`src/rtl/gobou_ctrl.sv`:
```
// Sequencer for the gobou MAC array: walks weight, bias and output phases per CORE-wide block.
// Optional ReLU enable on write-back is built in when GOBOU_CTRL_RELU_EN is defined.
module gobou_ctrl #(
    parameter int CORE    = 8,
    parameter int LWIDTH  = 10,
    parameter int IMGSIZE = 12,
    parameter int NETSIZE = 14
) (
    input  logic                      clk,
    input  logic                      xrst,
    input  logic                      req,
    input  logic [LWIDTH-1:0]         total_out,
    input  logic [LWIDTH-1:0]         total_in,
    input  logic [IMGSIZE-1:0]        in_offset,
    input  logic [IMGSIZE-1:0]        out_offset,
    input  logic [NETSIZE-1:0]        net_offset,
    output logic                      ack,
    output logic [IMGSIZE-1:0]        mem_img_addr,
    output logic                      img_we,
    output logic [NETSIZE-1:0]        mem_net_addr,
    output logic                      acc_clr,
    output logic                      mac_oe,
    output logic                      bias_oe,
    output logic [$clog2(CORE)-1:0]   out_sel,
    output logic                      relu_oe
);

    // state    | meaning
    // S_WAIT   | idle, ack high, sampling req
    // S_WEIGHT | one input element per cycle, weight and image reads
    // S_BIAS   | single bias read for the current block
    // S_OUTPUT | write back up to CORE results, one lane per cycle
    typedef enum logic [1:0] {S_WAIT, S_WEIGHT, S_BIAS, S_OUTPUT} state_t;

    localparam int SELW = $clog2(CORE);
    localparam int CW   = LWIDTH + 1;

    state_t              state_q, state_d;
    logic [LWIDTH-1:0]   in_cnt_q, in_cnt_d;
    logic [CW-1:0]       out_cnt_q, out_cnt_d;
    logic [SELW-1:0]     k_q, k_d;
    logic [NETSIZE-1:0]  net_ptr_q, net_ptr_d;
    logic [LWIDTH-1:0]   tin_q, tin_d;
    logic [LWIDTH-1:0]   tout_q, tout_d;
    logic [IMGSIZE-1:0]  in_off_q, in_off_d;
    logic [IMGSIZE-1:0]  out_off_q, out_off_d;

    logic                ack_q, ack_d;
    logic [IMGSIZE-1:0]  img_addr_q, img_addr_d;
    logic                img_we_q, img_we_d;
    logic [NETSIZE-1:0]  net_addr_q, net_addr_d;
    logic [SELW-1:0]     out_sel_q, out_sel_d;
    logic                acc_clr_q, acc_clr_d;
    logic                mac_oe_q, mac_oe_d;
    logic                bias_oe_q, bias_oe_d;
`ifdef GOBOU_CTRL_RELU_EN
    logic                relu_q, relu_d;
`endif

    logic [CW-1:0]       rem;
    logic [CW-1:0]       nxt_out;
    logic                last_out;

    always_comb begin
        state_d   = state_q;
        in_cnt_d  = in_cnt_q;
        out_cnt_d = out_cnt_q;
        k_d       = k_q;
        net_ptr_d = net_ptr_q;
        tin_d     = tin_q;
        tout_d    = tout_q;
        in_off_d  = in_off_q;
        out_off_d = out_off_q;

        rem      = {1'b0, tout_q} - out_cnt_q;
        nxt_out  = out_cnt_q + CW'(CORE);
        last_out = (k_q == SELW'(CORE - 1)) || ((CW'(k_q) + CW'(1)) == rem);

        case (state_q)
            S_WAIT: begin
                if (req && (total_in != '0) && (total_out != '0)) begin
                    tin_d     = total_in;
                    tout_d    = total_out;
                    in_off_d  = in_offset;
                    out_off_d = out_offset;
                    net_ptr_d = net_offset;
                    in_cnt_d  = '0;
                    out_cnt_d = '0;
                    state_d   = S_WEIGHT;
                end
            end
            S_WEIGHT: begin
                in_cnt_d  = in_cnt_q + LWIDTH'(1);
                net_ptr_d = net_ptr_q + NETSIZE'(1);
                if (in_cnt_q == tin_q - LWIDTH'(1)) begin
                    state_d = S_BIAS;
                end
            end
            S_BIAS: begin
                net_ptr_d = net_ptr_q + NETSIZE'(1);
                k_d       = '0;
                state_d   = S_OUTPUT;
            end
            S_OUTPUT: begin
                if (last_out) begin
                    out_cnt_d = nxt_out;
                    in_cnt_d  = '0;
                    state_d   = (nxt_out < {1'b0, tout_q}) ? S_WEIGHT : S_WAIT;
                end else begin
                    k_d = k_q + SELW'(1);
                end
            end
            default: state_d = S_WAIT;
        endcase

        // Address/strobe registers show the values belonging to the state being entered.
        ack_d      = (state_d == S_WAIT);
        img_we_d   = (state_d == S_OUTPUT);
        out_sel_d  = (state_d == S_OUTPUT) ? k_d : '0;
        img_addr_d = '0;
        if (state_d == S_WEIGHT) begin
            img_addr_d = in_off_d + IMGSIZE'(in_cnt_d);
        end else if (state_d == S_OUTPUT) begin
            img_addr_d = out_off_d + IMGSIZE'(out_cnt_d) + IMGSIZE'(k_d);
        end
        net_addr_d = ((state_d == S_WEIGHT) || (state_d == S_BIAS)) ? net_ptr_d : '0;

        // Core strobes trail the address phase by the one-cycle memory read latency.
        mac_oe_d  = (state_q == S_WEIGHT);
        acc_clr_d = (state_q == S_WEIGHT) && (in_cnt_q == '0);
        bias_oe_d = (state_q == S_BIAS);
`ifdef GOBOU_CTRL_RELU_EN
        relu_d    = (state_d == S_OUTPUT);
`endif
    end

    always_ff @(posedge clk) begin
        if (!xrst) begin
            state_q    <= S_WAIT;
            in_cnt_q   <= '0;
            out_cnt_q  <= '0;
            k_q        <= '0;
            net_ptr_q  <= '0;
            tin_q      <= '0;
            tout_q     <= '0;
            in_off_q   <= '0;
            out_off_q  <= '0;
            ack_q      <= 1'b1;
            img_addr_q <= '0;
            img_we_q   <= 1'b0;
            net_addr_q <= '0;
            out_sel_q  <= '0;
            acc_clr_q  <= 1'b0;
            mac_oe_q   <= 1'b0;
            bias_oe_q  <= 1'b0;
`ifdef GOBOU_CTRL_RELU_EN
            relu_q     <= 1'b0;
`endif
        end else begin
            state_q    <= state_d;
            in_cnt_q   <= in_cnt_d;
            out_cnt_q  <= out_cnt_d;
            k_q        <= k_d;
            net_ptr_q  <= net_ptr_d;
            tin_q      <= tin_d;
            tout_q     <= tout_d;
            in_off_q   <= in_off_d;
            out_off_q  <= out_off_d;
            ack_q      <= ack_d;
            img_addr_q <= img_addr_d;
            img_we_q   <= img_we_d;
            net_addr_q <= net_addr_d;
            out_sel_q  <= out_sel_d;
            acc_clr_q  <= acc_clr_d;
            mac_oe_q   <= mac_oe_d;
            bias_oe_q  <= bias_oe_d;
`ifdef GOBOU_CTRL_RELU_EN
            relu_q     <= relu_d;
`endif
        end
    end

    assign ack          = ack_q;
    assign mem_img_addr = img_addr_q;
    assign img_we       = img_we_q;
    assign mem_net_addr = net_addr_q;
    assign out_sel      = out_sel_q;
    assign acc_clr      = acc_clr_q;
    assign mac_oe       = mac_oe_q;
    assign bias_oe      = bias_oe_q;
`ifdef GOBOU_CTRL_RELU_EN
    assign relu_oe      = relu_q;
`else
    assign relu_oe      = 1'b0;
`endif

endmodule

```
`config.mk`:
```
export PLATFORM = sky130hd
export DESIGN_NAME = gobou_ctrl
export DESIGN_NICKNAME = d
export VERILOG_FILES = /design/src/rtl/gobou_ctrl.sv
export SDC_FILE = /design/constraint.sdc
export NUM_CORES = 1
export LEC_CHECK = 0
export ABC_AREA = 1
export CELL_PAD_IN_SITES_DETAIL_PLACEMENT = 1
export CELL_PAD_IN_SITES_GLOBAL_PLACEMENT = 1
export CORE_ASPECT_RATIO = 0.8
export CORE_UTILIZATION = 35
export DETAILED_ROUTE_END_ITERATION = 7
export GPL_ROUTABILITY_DRIVEN = 1
export PLACE_DENSITY = 0.78
export SETUP_SLACK_MARGIN = 0.1
export SYNTH_ARGS = -nofsm -noshare
export SYNTH_HDL_FRONTEND = slang
export SYNTH_SLANG_ARGS = --single-unit
```
`constraint.sdc`:
```
create_clock -name clk -period 5.2 [get_ports clk]
set_input_delay 0.52 -clock clk [delete_from_list [all_inputs] [get_ports clk]]
set_output_delay 0.52 -clock clk [all_outputs]
set_load 0.05 [all_outputs]
```
==> results.cfg <==
[yosys]
synth-edff-count = 0
synth_top_flop_cell = dfxtp_1
syn_nets = 1282
synth_commonest_cells = 237 x nand2_1, 182 x inv_1, 119 x nor2_1
syn_area_per_cell_sq_um = 6.77
synth_warnings = 0
synth_top_cell_by_area = dfxtp_1
yosysMostFrequentCell = nand2_1
netlist_instances = 1152
syn-cell-area_sq_mm = 0.00780
async_reset_ff_share_pct = 0
synth-seq-cells = 118
synthDominantCellAreaShare_pct = 30.3
synth.distinct_cells = 49
synth_seq_area_share_pct = 30.3
ys_top_cells_by_area = dfxtp_1 30%, nand2_1 11%, ha_1 10%

[worst_setup_path]
critPathSlowestCell = ha_1
start_kind = register
timing.reg2reg.setup_slack_ns = 0.50
end_kind = register
worstPathMaxFanout = 14
crit_family = simple AND/OR/NAND/NOR gates
timing_worst_setup_path_type = reg2reg
cp_num_buf_inv = 4
rr_endpoint = mem_img_addr[8]
path_common_cell = nand2_1
worstPathRequired_ns = 5.56
critPathMaxStageDelay_ns = 0.46
ff2ff_path_depth = 30
reg2reg_from = out_cnt_q[3]
worstPathArrival_ns = 5.06

[clock_tree]
clkSlewWorstSetupHoldPaths_ns = 0.06
insertion_delay_ns = 0.43
cts-root-buf = clkbuf_16
cts_max_level = 4
ctsHoldBuffers = 0
clockBufferDepth = 2
numCtsBuffers = 17
cts_tree = done
cts_num_sinks = 118

[floorplanning]
dieArea_sq_mm = 0.0229
rows = 48
die_y_microns = 136
start_util_pct = 35.9
core-area_sq_mm = 0.0217
num_io_pins = 96
die_w_microns = 169

[route]
totalWireLength_microns = 24500
drt_pass1_iterations = 5
viasPerCell = 4.97
vias = 7724
drc_errors = 0
drt_iter0_markers = 403
postRouteAntennaNets = 0
avgRoutedWirePerCell_microns = 15.8

[sta]
post-route-period-util_pct = 90.5
finClkSkew_ns = 0.00690
max_freq_mhz = 213
setup-tns-final_ns = 0
worstMarginPinSlew_ns = 0.774
hold_viol = 0
rsz0062_at_grt = false
period_needed_ns = 4.70
worst_hold_slack_ns = 0.482
setup_viol = 0
slew_headroom_pct = 48.3
worst_slack_ns = 0.495
final-max-slew-violation-count = 0

[placement]
dp.final_hpwl_microns = 18500
portBuffers = 94
preCtsSetupSlack_ns = 0.399
dp_cells = 1521
placed_area_sq_mm = 0.00903
gp_congestion = 0.894

[cells_and_area]
fill_cells = 2815
antenna_cells = 0
fin_util_pct = 44.4
final_cell_area_sq_mm = 0.00965
instances_no_fill = 1553
drive_gt1_share_pct = 8.22
areaGrowthSynthToFinish_pct = 23.7
fin_nets = 1370

[global_routing]
grt_max_degree = 55
antenna_found_initial = 1
grt_pass1_vias = 7967
grt_overflow = 0
grt_pass1_wl_microns = 39900
grt_usage_pct = 22.2

[worst_hold_path]
hold_depth = 2
min_from = tout_q[2]
hold_class = reg2reg
hold_path_end = tout_q[2]

[power_and_ir_drop]
power.total_mw = 5.37
irDropWorstVdd_mv = 0.325
power.density_mw_per_mm2 = 556
p_leak_nw = 4.54

[run_status]
outcome = finished, final reports clean

[flow_run]
maxCapViolations = 0
-- sequential cells by signal (all words and copies together) (netlist names) --
name / cells
out_sel: 3
mem_img_addr: 12
bias_oe: 1
mem_net_addr: 14
out_cnt_q: 11
out_off_q: 12
tin_q: 10
state_q: 2
net_ptr_q: 14
in_cnt_q: 10
img_we: 1
acc_clr: 1
mac_oe: 1
ack: 1
k_q: 3
tout_q: 10
in_off_q: 12
-- kinds of logic after synthesis --
group,count (synthesis),share of synthesized area [%]
and+or+nand+nor,503,28.1
AOI/OAI and AO/OA,220,16.5
buffers and inverters,219,11.0
DFF,118,30.3
adders and majority gates,69,11.6
xor gates and xnor gates,19,2.13
muxes,3,0.385
other,1,0.0481
-- worst max path at each step --
| stage | to | start | slack (ns) | cells past startpoint |
|---|---|---|---|---|
| final | mem_img_addr[8] | out_cnt_q[3] | 0.50 | 30 |
| after CTS | mem_img_addr[9] | tout_q[0] | 0.56 | 32 |
| after global placement | mem_img_addr[9] | total_out[5] | 0.54 | 24 |
| after global routing | mem_img_addr[8] | out_cnt_q[3] | 0.14 | 30 |
| after floorplan | mem_img_addr[9] | tout_q[0] | 1.11 | 32 |
| after detailed placement | mem_img_addr[9] | total_out[5] | 0.40 | 24 |
-- final cells by class --
class / count / area (sq um) / share of cell area (%)
Multi-Input combinational cell: 815 / 4590 / 47.6
Sequential cell: 118 / 2360 / 24.5
Timing Repair Buffer: 100 / 998 / 10.3
Inverter: 188 / 706 / 7.31
Clock buffer: 20 / 467 / 4.84
Tap cell: 300 / 375 / 3.89
Clock inverter: 12 / 151 / 1.57
-- tightest hold or removal path, cell delays in order, from the launching register on --
cell	delay, ns
dfxtp_1	0.31
inv_1	0.07
a21oi_1	0.05
-- layer usage --
| metal | wire length [microns] | track usage, % | vias to the layer above | part of all wire [%] |
|---|---|---|---|---|
| li1 | - | - | 3900 | - |
| met1 | 12400 | 30.6 | 3662 | 50 |
| met2 | 10800 | 35.7 | 141 | 44 |
| met3 | 968 | 3.56 | 21 | 4.0 |
| met4 | 295 | 6.41 | 0 | 1.2 |
| met5 | 0 | 0 | - | 0 |
-- placed cells by master, fill, tap and decap left out, types with 26 or more instances in the layout --
| cell type | count |
|---|---|
| nand2_1 | 237 |
| nand3_1 | 72 |
| or2_2 | 26 |
| clkdlybuf4s50_1 | 94 |
| inv_1 | 181 |
| ha_1 | 63 |
| nor2_1 | 119 |
| dfxtp_1 | 118 |
| o21ai_0 | 62 |
| a21oi_1 | 96 |
-- report_power, final --
part | internal (mW) | leakage [nW] | total, mW | switching (mW)
clock | 0.788 | 0.290 | 1.26 | 0.467
combinational | 0.945 | 3.29 | 2.83 | 1.88
sequential | 1.15 | 0.966 | 1.28 | 0.136
total | 2.88 | 4.54 | 5.37 | 2.49
-- timing repair --
action	4_1_cts	5_1_grt
resized for setup	0	1
endpoints found under the hold margin	0	0
endpoints found under the setup margin	0	1
setup buffers	0	0
(Power assumes the default switching activity.)
==> edit, RTL diff (config.mk and constraints unchanged) <==
`img_addr_q` and `net_addr_q` no longer have a reset.
--- a/src/rtl/gobou_ctrl.sv
+++ b/src/rtl/gobou_ctrl.sv
@@ -146,9 +146,7 @@
             in_off_q   <= '0;
             out_off_q  <= '0;
             ack_q      <= 1'b1;
-            img_addr_q <= '0;
             img_we_q   <= 1'b0;
-            net_addr_q <= '0;
             out_sel_q  <= '0;
             acc_clr_q  <= 1'b0;
             mac_oe_q   <= 1'b0;
@@ -167,9 +165,7 @@
             in_off_q   <= in_off_d;
             out_off_q  <= out_off_d;
             ack_q      <= ack_d;
-            img_addr_q <= img_addr_d;
             img_we_q   <= img_we_d;
-            net_addr_q <= net_addr_d;
             out_sel_q  <= out_sel_d;
             acc_clr_q  <= acc_clr_d;
             mac_oe_q   <= mac_oe_d;
@@ -178,6 +174,11 @@
             relu_q     <= relu_d;
 `endif
         end
+    end
+
+    always_ff @(posedge clk) begin
+        img_addr_q <= img_addr_d;
+        net_addr_q <= net_addr_d;
     end
 
     assign ack          = ack_q;
Check against the original RTL: not equivalent (Yosys sat finds a counterexample within 4 cycles, from zero or initial values and one cycle with xrst low).
==> edit against the unedited design <==
- clock power shrank 11%
- critical path depth is 4 lower
- sequential cell count did not move
- synthesized area fell by 1.9%
- final area is 2.3% lower
- routed wire length down 1.2%
- highest routed layer unchanged
- worst setup slack better by 0.049 ns
- power down 4.6%
- via count shrank 1.0%
==> edit: results <==
{
  "clockNetworkAreaShare_pct": 5.90,
  "r2r_end": "mem_img_addr[9]$_DFF_P_",
  "synthTopCellsByArea": "dfxtp_1 31%, nand2_1 12%, ha_1 10%",
  "grt_pass1_vias": 7787,
  "final_nets": 1360,
  "gr-usage-all-layers_pct": 22.4,
  "dr_wl_met2_um": 10600,
  "critical_path.slowest_cell": "fa_1",
  "status": "completed",
  "antenna_found_initial": 0,
  "nMultiInputCombCells": 816,
  "syn_avg_cell_area_sq_um": 6.72,
  "grt_first_pass_wirelength_um": 39600,
  "max_slew_margin_pct": 44.1,
  "power_mw": 5.12,
  "pre_cts_slack_ns": 0.384,
  "gp_congestion": 0.878,
  "inverters": 177,
  "use_met1_pct": 31.4,
  "worstPathArrival_ns": 5.01,
  "ys_seq_area_share_pct": 30.9,
  "routed_via_density": 5.06,
  "synth_common_cells": "243 x nand2_1, 171 x inv_1, 118 x dfxtp_1",
  "period_share_pct": 89.5,
  "clockPowerShare_pct": 21.9,
  "p_leak_nw": 4.42,
  "grt_max_degree": 41,
  "grt.met2_usage_pct": 35.4,
  "synthesis.nets": 1269,
  "clkbuf_count": 18,
  "seq_cells": 118,
  "r2r-start": "tout_q[0]$_SDFFE_PN0P_",
  "switching_share_pct": 47.9,
  "grtUsageMet3_pct": 4.22,
  "crit_family": "adder cells",
  "num-fill-cells": 2748,
  "rrSetupSlack_ns": 0.54,
  "dr.first_iter.drc_count": 417
}
[edit: changes by cell type in the layout (fill, tap and decap cells not counted), moves of 5 or more]
| cell | before | now |
|---|---|---|
| a21oi_1 | 96 | 104 |
| a22oi_1 | 5 | 0 |
| inv_1 | 181 | 169 |
| inv_6 | 0 | 6 |
| nand2_1 | 237 | 243 |
| nand2_2 | 8 | 3 |
| nand3_1 | 72 | 83 |
| nand4_1 | 11 | 17 |
| nor2_1 | 119 | 114 |
| or2_2 | 26 | 20 |
[edit: cells by family (layout without fill, tap and decap cells)]
kind of cell               after synthesis  after routing  share of synthesized area (%)
xor gates and xnor gates                16             16                           1.83
other                                    1              1                         0.0490
DFF                                    118            118                           30.9
and+or+nand+nor                        511            511                           29.1
buffers and inverters                  205            309                           10.2
muxes                                    3              3                          0.393
adders and majority gates               69             69                           11.9
AOI/OAI and AO/OA                      216            216                           15.7
[edit: worst min-delay path by stage]
stage                                        from                       to  slack (ns)  cells past startpoint
final                      tout_q[6]$_SDFFE_PN0P_   tout_q[6]$_SDFFE_PN0P_        0.49                      2
after global routing      in_off_q[10]$_SDFF_PN0_  in_off_q[10]$_SDFF_PN0_        0.51                      2
after CTS                  tout_q[6]$_SDFFE_PN0P_   tout_q[6]$_SDFFE_PN0P_        0.49                      2
after detailed placement   tout_q[6]$_SDFFE_PN0P_   tout_q[6]$_SDFFE_PN0P_        0.48                      2
after global placement    in_off_q[10]$_SDFF_PN0_  in_off_q[10]$_SDFF_PN0_        0.46                      2
after floorplan             tin_q[1]$_SDFFE_PN0P_    tin_q[1]$_SDFFE_PN0P_        0.45                      2
